==> src/rtl/falling_item_if.sv <==
// Control and status bundle between the item array and its player/render/score clients.
// The array owns the slave side; the controlling logic (or bench) owns the master side.
interface falling_item_if #(
   parameter int NUM_ITEMS = 4
);
   logic                      pause;
   logic [1:0]                speed;
   logic                      catch_valid;
   logic [2:0]                catch_idx;
   logic                      catch_ack;
   logic [NUM_ITEMS-1:0]      active;
   logic [10*NUM_ITEMS-1:0]   pos_x;
   logic [10*NUM_ITEMS-1:0]   pos_y;
   logic [2*NUM_ITEMS-1:0]    color;
   logic                      caught;
   logic                      missed;
   logic [7:0]                miss_count;

   modport master (
      output pause, speed, catch_valid, catch_idx,
      input  catch_ack, active, pos_x, pos_y, color, caught, missed, miss_count
   );

   modport slave (
      input  pause, speed, catch_valid, catch_idx,
      output catch_ack, active, pos_x, pos_y, color, caught, missed, miss_count
   );
endinterface

==> src/rtl/falling_item_array.sv <==
// Multi-slot falling-item generator: LFSR-driven spawns, per-tick fall, catch/miss retirement.
// All state moves on the fall tick; outputs are registered.
module falling_item_array #(
   parameter int          NUM_ITEMS = 4,
   parameter int          X_MAX     = 620,
   parameter int          Y_FLOOR   = 400,
   parameter int          STEP_BASE = 15,
   parameter int          STEP_INC  = 5,
   parameter int          SPAWN_GAP = 6,
   parameter logic [15:0] SEED      = 16'hACE1
) (
   input  logic            fall_clk,
   input  logic            rst,
   falling_item_if.slave   bus
);
   localparam int              SCW        = (SPAWN_GAP > 1) ? $clog2(SPAWN_GAP) : 1;
   localparam logic [SCW-1:0]  GAP_RELOAD = SCW'(SPAWN_GAP - 1);
   localparam logic [15:0]     LFSR_MASK  = 16'hB400;

   logic [15:0]                     lfsr;
   logic [1:0]                      cnt;
   logic [SCW-1:0]                  spawn_cnt;
   logic [NUM_ITEMS-1:0]            active;
   logic [NUM_ITEMS-1:0][9:0]       x_q;
   logic [NUM_ITEMS-1:0][9:0]       y_q;
   logic [NUM_ITEMS-1:0][1:0]       c_q;
   logic                            catch_ack_q;
   logic                            caught_q;
   logic                            missed_q;
   logic [7:0]                      miss_cnt_q;

   logic [10:0]                     step;
   logic [NUM_ITEMS-1:0][10:0]      ny;
   logic [NUM_ITEMS-1:0]            catch_sel;
   logic [NUM_ITEMS-1:0]            floor_sel;
   logic [NUM_ITEMS-1:0]            spawn_sel;
   logic                            any_idle;
   logic                            spawn_go;
   logic [9:0]                      rnd;
   logic [9:0]                      spawn_x;
   logic [1:0]                      spawn_c;
   logic [15:0]                     lfsr_next;

   assign step      = 11'(STEP_BASE) + 11'(bus.speed) * 11'(STEP_INC);
   assign lfsr_next = lfsr[0] ? ((lfsr >> 1) ^ LFSR_MASK) : (lfsr >> 1);
   assign rnd       = lfsr[9:0];
   // Single conditional subtract is enough because X_MAX >= 512 folds all of 0..1023 into range.
   assign spawn_x   = (rnd < 10'(X_MAX)) ? rnd : rnd - 10'(X_MAX);
   assign spawn_c   = (lfsr[11:10] != 2'b00) ? lfsr[11:10] : cnt;
   assign spawn_go  = (spawn_cnt == '0) && any_idle;

   always_comb begin
      ny        = '0;
      catch_sel = '0;
      floor_sel = '0;
      spawn_sel = '0;
      any_idle  = 1'b0;
      for (int i = 0; i < NUM_ITEMS; i++) begin
         ny[i]        = {1'b0, y_q[i]} + step;
         catch_sel[i] = bus.catch_valid && (bus.catch_idx == 3'(i)) && active[i];
         // A catch on the same slot pre-empts the floor check.
         floor_sel[i] = active[i] && !catch_sel[i] && (ny[i] >= 11'(Y_FLOOR));
         if (!active[i] && !any_idle) begin
            spawn_sel[i] = 1'b1;
            any_idle     = 1'b1;
         end
      end
   end

   always_ff @(posedge fall_clk or posedge rst) begin
      if (rst) begin
         lfsr        <= SEED;
         cnt         <= 2'd1;
         spawn_cnt   <= '0;
         active      <= '0;
         x_q         <= '0;
         y_q         <= '0;
         c_q         <= '0;
         catch_ack_q <= 1'b0;
         caught_q    <= 1'b0;
         missed_q    <= 1'b0;
         miss_cnt_q  <= '0;
      end else begin
         lfsr        <= lfsr_next;
         catch_ack_q <= 1'b0;
         caught_q    <= 1'b0;
         missed_q    <= 1'b0;
         if (!bus.pause) begin
            catch_ack_q <= |catch_sel;
            caught_q    <= |catch_sel;
            missed_q    <= |floor_sel;
            if (|floor_sel && miss_cnt_q != 8'hFF)
               miss_cnt_q <= miss_cnt_q + 8'd1;
            if (spawn_cnt != '0)
               spawn_cnt <= spawn_cnt - 1'b1;
            else if (spawn_go) begin
               spawn_cnt <= GAP_RELOAD;
               if (lfsr[11:10] == 2'b00)
                  cnt <= (cnt == 2'd3) ? 2'd1 : cnt + 2'd1;
            end
            // Eligibility uses the start-of-tick active vector, so a slot retired now waits a tick.
            for (int i = 0; i < NUM_ITEMS; i++) begin
               if (catch_sel[i] || floor_sel[i])
                  active[i] <= 1'b0;
               else if (active[i])
                  y_q[i] <= ny[i][9:0];
               else if (spawn_go && spawn_sel[i]) begin
                  active[i] <= 1'b1;
                  x_q[i]    <= spawn_x;
                  y_q[i]    <= '0;
                  c_q[i]    <= spawn_c;
               end
            end
         end
      end
   end

   assign bus.catch_ack  = catch_ack_q;
   assign bus.caught     = caught_q;
   assign bus.missed     = missed_q;
   assign bus.miss_count = miss_cnt_q;
   assign bus.active     = active;
   assign bus.pos_x      = x_q;
   assign bus.pos_y      = y_q;
   assign bus.color      = c_q;
endmodule

==> src/flat_wrapper.sv <==
// flat-port wrapper written by rule: the top's interface ports become plain ports
module falling_item_array_flat 
#(
   parameter int          NUM_ITEMS = 4,
   parameter int          X_MAX     = 620,
   parameter int          Y_FLOOR   = 400,
   parameter int          STEP_BASE = 15,
   parameter int          STEP_INC  = 5,
   parameter int          SPAWN_GAP = 6,
   parameter logic [15:0] SEED      = 16'hACE1
)
  (fall_clk, rst, bus_pause, bus_speed, bus_catch_valid, bus_catch_idx, bus_catch_ack, bus_active, bus_pos_x, bus_pos_y, bus_color, bus_caught, bus_missed, bus_miss_count);
  falling_item_if #(.NUM_ITEMS(NUM_ITEMS)) bus_i ();
  input  logic fall_clk;
  input  logic rst;
  input wire logic [$bits(bus_i.pause)-1:0] bus_pause;
  input wire logic [$bits(bus_i.speed)-1:0] bus_speed;
  input wire logic [$bits(bus_i.catch_valid)-1:0] bus_catch_valid;
  input wire logic [$bits(bus_i.catch_idx)-1:0] bus_catch_idx;
  output wire logic [$bits(bus_i.catch_ack)-1:0] bus_catch_ack;
  output wire logic [$bits(bus_i.active)-1:0] bus_active;
  output wire logic [$bits(bus_i.pos_x)-1:0] bus_pos_x;
  output wire logic [$bits(bus_i.pos_y)-1:0] bus_pos_y;
  output wire logic [$bits(bus_i.color)-1:0] bus_color;
  output wire logic [$bits(bus_i.caught)-1:0] bus_caught;
  output wire logic [$bits(bus_i.missed)-1:0] bus_missed;
  output wire logic [$bits(bus_i.miss_count)-1:0] bus_miss_count;
  assign bus_i.pause = bus_pause;
  assign bus_i.speed = bus_speed;
  assign bus_i.catch_valid = bus_catch_valid;
  assign bus_i.catch_idx = bus_catch_idx;
  assign bus_catch_ack = bus_i.catch_ack;
  assign bus_active = bus_i.active;
  assign bus_pos_x = bus_i.pos_x;
  assign bus_pos_y = bus_i.pos_y;
  assign bus_color = bus_i.color;
  assign bus_caught = bus_i.caught;
  assign bus_missed = bus_i.missed;
  assign bus_miss_count = bus_i.miss_count;
  falling_item_array #(.NUM_ITEMS(NUM_ITEMS), .X_MAX(X_MAX), .Y_FLOOR(Y_FLOOR), .STEP_BASE(STEP_BASE), .STEP_INC(STEP_INC), .SPAWN_GAP(SPAWN_GAP), .SEED(SEED)) u_core (.fall_clk(fall_clk), .rst(rst), .bus(bus_i));
endmodule
==> config.mk <==
export PLATFORM = sky130hd
export DESIGN_NAME = falling_item_array_flat
export DESIGN_NICKNAME = d
export VERILOG_FILES = /design/src/rtl/falling_item_if.sv /design/src/rtl/falling_item_array.sv /design/src/flat_wrapper.sv
export SDC_FILE = /design/constraint.sdc
export NUM_CORES = 1
export LEC_CHECK = 0
export BUFFER_PORTS_ARGS = -buffer_cell sky130_fd_sc_hd__buf_2
export CAP_MARGIN = 20
export CORE_AREA = 3 3 108 110
export CTS_CLUSTER_DIAMETER = 60
export DETAILED_ROUTE_END_ITERATION = 6
export DIE_AREA = 0 0 111 113
export GPL_ROUTABILITY_DRIVEN = 0
export HOLD_SLACK_MARGIN = 0.06
export PLACE_DENSITY = 0.85
export SYNTH_ARGS = -nofsm -noshare
export SYNTH_HDL_FRONTEND = slang
export SYNTH_SLANG_ARGS = --single-unit
==> constraint.sdc <==
create_clock -name fall_clk -period 7.15 [get_ports fall_clk]
set_input_delay 1.43 -clock fall_clk [delete_from_list [all_inputs] [get_ports fall_clk]]
set_output_delay 1.43 -clock fall_clk [all_outputs]
set_load 0.02 [all_outputs]
# Word-level counts from Yosys, hierarchy flattened
# Index checks and enable logic that the tools add are counted.
# W data, S select, Z words.
dict set report op_classes {
  n_eq_ne 5
  mux 35
  mul 1
  add_sub_neg 9
  bitwise 11
  n_lt_le_gt_ge 5
  n_div 0
  n_reduce_logical 61
  n_shift 0
}
# op n
set op_table {}
lappend op_table {{$mux W10} 9}
lappend op_table {{$add A10 B11 Y11} 4}
lappend op_table {{$ge A11 B9 Y1 const B} 4}
lappend op_table {{$logic_and A1 B1 Y1} 25}
lappend op_table {{$mux W1} 21}
lappend op_table {{$reduce_and A4 Y1} 5}
lappend op_table {{$mux W16} 1}
lappend op_table {{$reduce_and A3 Y1} 4}
lappend op_table {{$reduce_bool A2 Y1} 6}
lappend op_table {{$lt A10 B10 Y1 const B} 1}
lappend op_table {{$not A1 Y1} 10}
lappend op_table {{$sub A10 B10 Y10 const B} 1}
lappend op_table {{$logic_not A1 Y1} 9}
lappend op_table {{$add A8 B1 Y8 const B} 1}
lappend op_table {{$ne A8 B8 Y1 const B} 1}
lappend op_table {{$reduce_or A4 Y1} 2}
lappend op_table {{$add A4 B5 Y6 const A} 1}
lappend op_table {{$eq A3 B2 Y1 const B} 2}
lappend op_table {{$logic_not A3 Y1} 2}
lappend op_table {{$mux W3} 2}
lappend op_table {{$mul A2 B3 Y5 const B} 1}
lappend op_table {{$logic_or A1 B1 Y1} 4}
lappend op_table {{$mux W2} 2}
lappend op_table {{$not A3 Y4} 1}
lappend op_table {{7 further kinds} 8}
dict set report word_totals {
  ff_bits 123
  latch_bits 0
  memories 0
  rom_bits 0
  in_bits 9
  elab_cells 146
  mem_bits_rw 0
  output_inout_bits 103
}

# Longest topological paths before layout
dict set report logic_depth {
  ltp_word 14
  mapped_depth 17
  ltp_nobuf 14
}

# Least setup slack after synthesis
# Ideal clock, no wire load.
dict set report synth_timing {
  path_type {input to register}
  startpoint {input bus_speed[0]}
  endpoint {register u_core.miss_cnt_q[1] (netlist: u_core.bus.miss_count[1])}
  path_slack_ns 2.487
  t_arrival_ns 4.538
  path_buffers 0
  cell_stages 13
  required_ns 7.025
  path_cell_list {inv_1 ha_1 inv_1 ha_1 a211oi_2 nor2_1 o311ai_0 a21oi_1 a221oi_1 a21oi_1 o221ai_2 and2_1 mux2_2}
}
dict set report synth_via {
  elab_chain_len 8
}
# element line_no
set synth_lines {}
lappend synth_lines {{start: declaration} flat_wrapper.sv:17} ;# input wire logic [$bits(bus_i.speed)-1:0] bus_speed;
lappend synth_lines {{$mul A2 B3 Y5 *} falling_item_array.sv:44} ;# assign step = 11'(STEP_BASE) + 11'(bus.speed) * 11'(STEP_INC);
lappend synth_lines {{$add A4 B5 Y6 *} falling_item_array.sv:44}
lappend synth_lines {{$add A10 B11 Y11} falling_item_array.sv:59} ;# ny[i] = {1'b0, y_q[i]} + step;
lappend synth_lines {{$ge A11 B9 Y1} falling_item_array.sv:62} ;# floor_sel[i] = active[i] && !catch_sel[i] && (ny[i] >= 11'(Y_FLOOR));
lappend synth_lines {{$logic_and A1 B1 Y1} falling_item_array.sv:62}
lappend synth_lines {{$reduce_or A4 Y1 *} falling_item_array.sv:92} ;# if (|floor_sel && miss_cnt_q != 8'hFF)
lappend synth_lines {{$logic_and A1 B1 Y1 *} falling_item_array.sv:92}
lappend synth_lines {{$reduce_and A2 Y1 (no line) *} n/a}
lappend synth_lines {{end signal: assignment} falling_item_array.sv:93} ;# miss_cnt_q <= miss_cnt_q + 8'd1;
lappend synth_lines {{end: declaration} falling_item_array.sv:30} ;# logic [7:0] miss_cnt_q;
# Mark *: on every way between the ends. The rest lies on a longest branch, timed or not.
# A chain may end at the register's enable or synchronous reset.

# Final worst setup path
dict set report layout_timing {
  startpoint {input bus_speed[1]}
  endpoint {register u_core.y_q, in the netlist u_core.bus.pos_y[36]}
}
dict set report layout_via {
  elab_chain_len 8
}
# element line_no
set layout_lines {}
lappend layout_lines {{$mul A2 B3 Y5 *} falling_item_array.sv:44}
lappend layout_lines {{$add A4 B5 Y6 *} falling_item_array.sv:44}
lappend layout_lines {{$add A10 B11 Y11 *} falling_item_array.sv:59}
lappend layout_lines {{$ge A11 B9 Y1} falling_item_array.sv:62}
lappend layout_lines {{$logic_and A1 B1 Y1} falling_item_array.sv:62}
lappend layout_lines {{$logic_or A1 B1 Y1} falling_item_array.sv:103} ;# if (catch_sel[i] || floor_sel[i])
lappend layout_lines {{$not A1 Y1 (no line)} n/a}
lappend layout_lines {{$reduce_and A3 Y1 (no line)} n/a}
lappend layout_lines {{end signal: indexed assignment} falling_item_array.sv:106} ;# y_q[i] <= ny[i][9:0];
lappend layout_lines {{end: declaration} falling_item_array.sv:25} ;# logic [NUM_ITEMS-1:0][9:0] y_q;
# Marks and branches as above.

==> qor.csv <==
metric,value,unit
CP Launch Type,input pin,
first-pass GRT wire length,28600,um
Ys Warns,0,
Synth Area in XOR/XNOR,3.87,%
Die H,113,um
Max-slew headroom,35.1,%
"CTS clk-pin slew, worst paths",0.06,ns
worst-margin pin slew,0.966,ns
chip width,111,um
Leak,0.00388,uW
cell count after synthesis,688,
CP endpoint kind,flop,
most frequent cells in the layout,"nand2_1 (119), dfrtp_1 (114), buf_2 (111)",
internal reg-to-reg setup slack,3.36,ns
"commonest non-fill, non-tap cell in the layout",nand2_1,
Yosys reg bits,123,
Boundary Pins,112,
clock sink total,123,
CTS tree,yes,
largest net degree at the start of global routing,74,
DRT Pass-1 Iters,5,
WHS Path Cells,0,
Fin. Hold Viols,0,
cells on worst reg2reg path,11,
Layout Nets,838,
highest-delay cell along the critical path,o21ai_0,
Arrival @ worst endpoint,5.42,ns
synthesized-area fraction occupied by and/or/nand/nor cells,16.3,%
share of cells above drive strength 1,22.4,%
vias in the first global route,5726,
Fin Setup TNS,0,ns
row count,38,
Setup Buffers After CTS,0,
Final Setup Violations,0,
WS Path Type,in -> reg,
worst path cell trace,buf_2 > inv_1 > ha_1 > inv_1 > o21ai_0 > ha_1 > and2_1 > o21ba_2 > or3_1 > o311ai_1 > o22ai_1 > or3_1 > a21o_1 > a21o_2 > a22o_1,
Post-CTS Hold Buffers,0,
drt wl/cell,18.1,um
CTS H-tree lvls,4,
Final min period,5.00,ns
Post-route DRC,0,
fraction of synthesized area in multiplexers,1.70,%
top_reg_cell synth,dfrtp_1,
share of synthesized registers carrying an async set or reset,100,%
Num CTS Buffers,17,
clock buffer depth,2,
Layout Area Growth over Synthesis,17.9,%
"Seq/Total Area, Yosys",47.1,%
DRT antenna net count,0,
min-delay worst type,reg -> reg,
Syn Nets,734,
number of antenna violations at the first check in global routing,0,
via-per-instance ratio,6.12,
critical path required time,7.56,ns
hpwl dp,11900,um
Post-Synth Adder-Cell Area,7.52,%
worst-path fanout max,11,
Synth cell types,69,
fin util,71.7,%
FMAX,200,MHz
final worst path period share,69.9,%
# diodes,0,
core area,10800,um^2
Iter 0 DRT Violations,496,
worst vdd ir,0.000214,V
cell area after synthesis,6560,um^2
Total Wirelength,17100,um
clk_skew,0.00688,ns
Mean Syn Cell Area,9.53,um^2
worst skew pair latency,0.53,ns
Global Route Usage Sum,28.0,%
via count,5779,
outcome,finished clean,
die footprint,12500,um^2
Power Density,363,nW/um^2
Slew Limit Fails,0,
Post-synth EDFFs,0,
# resized after CTS,0,
Compound-Gate Fraction of Synth Area,20.1,%
root buffer cell,clkbuf_8,
starting density of the core,60.8,%
max-cap violations,0,
total gr overflow,0,
largest family of logic cells by synthesized area,compound AO/OA/AOI/OAI gates,
crit-path max cell delay,0.73,ns
IO buf count,111,
unrepaired setup endpoints after global routing,false,
-- synth_stat cells (10+ instances only) --
cell type | count | share of area, %
nor2_1 | 33 | 1.9
a21o_1 | 11 | 1.3
o21ai_0 | 89 | 6.8
xor2_1 | 10 | 1.3
ha_1 | 33 | 6.3
a21oi_1 | 28 | 2.1
o31ai_1 | 11 | 1.3
inv_1 | 26 | 1.5
nand2_1 | 119 | 6.8
xnor2_1 | 19 | 2.5
clkbuf_1 | 23 | 1.3
nand3_1 | 17 | 1.3
dfrtp_1 | 114 | 44
-- power breakdown --
group | switching [uW] | total, uW | internal (uW)
clock network | 312 | 798 | 486
registers | 142 | 949 | 807
logic | 673 | 1060 | 387
-- metrics by stage --
step	total power [uW]	hold slack, ns	setup slack [ns]	cell area (um^2)	cells
CTS	2790	0.363	2.26	7730	945
floorplan	1690	0.333	2.46	6560	688
global route	2960	0.369	1.96	7730	945
finish	2810	0.359	2.15	7730	945
detailed placement	1990	0.345	1.75	7180	913
global placement	1920	0.345	1.93	7180	913
-- state kept, by name (all words and copies together), names as in the netlist --
signal                 cells
u_core.bus.missed          1
u_core.bus.pos_y          40
u_core.bus.pos_x          40
u_core.bus.color           8
u_core.bus.miss_count      8
u_core.bus.active          4
u_core.lfsr               16
u_core.bus.catch_ack       1
u_core.cnt                 2
u_core.spawn_cnt           3
-- critical path: cells and delay by family --
kind | cells | cell delay (ns)
AOI/OAI and AO/OA | 7 | 1.97
buffers and inverters | 3 | 0.33
and+or+nand+nor | 3 | 1.05
adders and majority gates | 2 | 0.64
-- cell type report --
type	count	area, um^2
Clock buffer	21	459
Sequential cell	123	3090
Fill cell	785	3060
Inverter	26	100
Clock inverter	11	95.1
Tap cell	140	175
Multi-Input combinational cell	511	3240
Timing Repair Buffer	113	571
-- final timing paths --
| kind | to | start |
|---|---|---|
| min reg2reg | u_core.lfsr[11] | u_core.lfsr[12] |
| min in group asynchronous | u_core.bus.miss_count[4] | rst |
| min | u_core.lfsr[11] | u_core.lfsr[12] |
| max | u_core.bus.pos_y[36] | bus_speed[1] |
| max reg2reg | u_core.bus.miss_count[1] | u_core.bus.pos_y[20] |
| max in group asynchronous | u_core.bus.pos_x[23] | rst |
-- per-layer routing --
metal,vias to the layer above,part of all wire (%),track usage [%]
met1,2783,39,35.3
met2,295,49,46.9
li1,2645,-,-
met4,0,3.3,10.8
met3,56,8.3,7.06
met5,-,0,0
-- cell families (layout without fill, tap and decap cells) --
kind of cell | after synthesis | after routing
muxes | 9 | 9
adders and majority gates | 37 | 37
AOI/OAI and AO/OA | 204 | 204
buffers and inverters | 54 | 171
xor gates and xnor gates | 29 | 29
DFF | 123 | 123
and+or+nand+nor | 232 | 232
No activity file was read; power rests on OpenSTA's default activity.
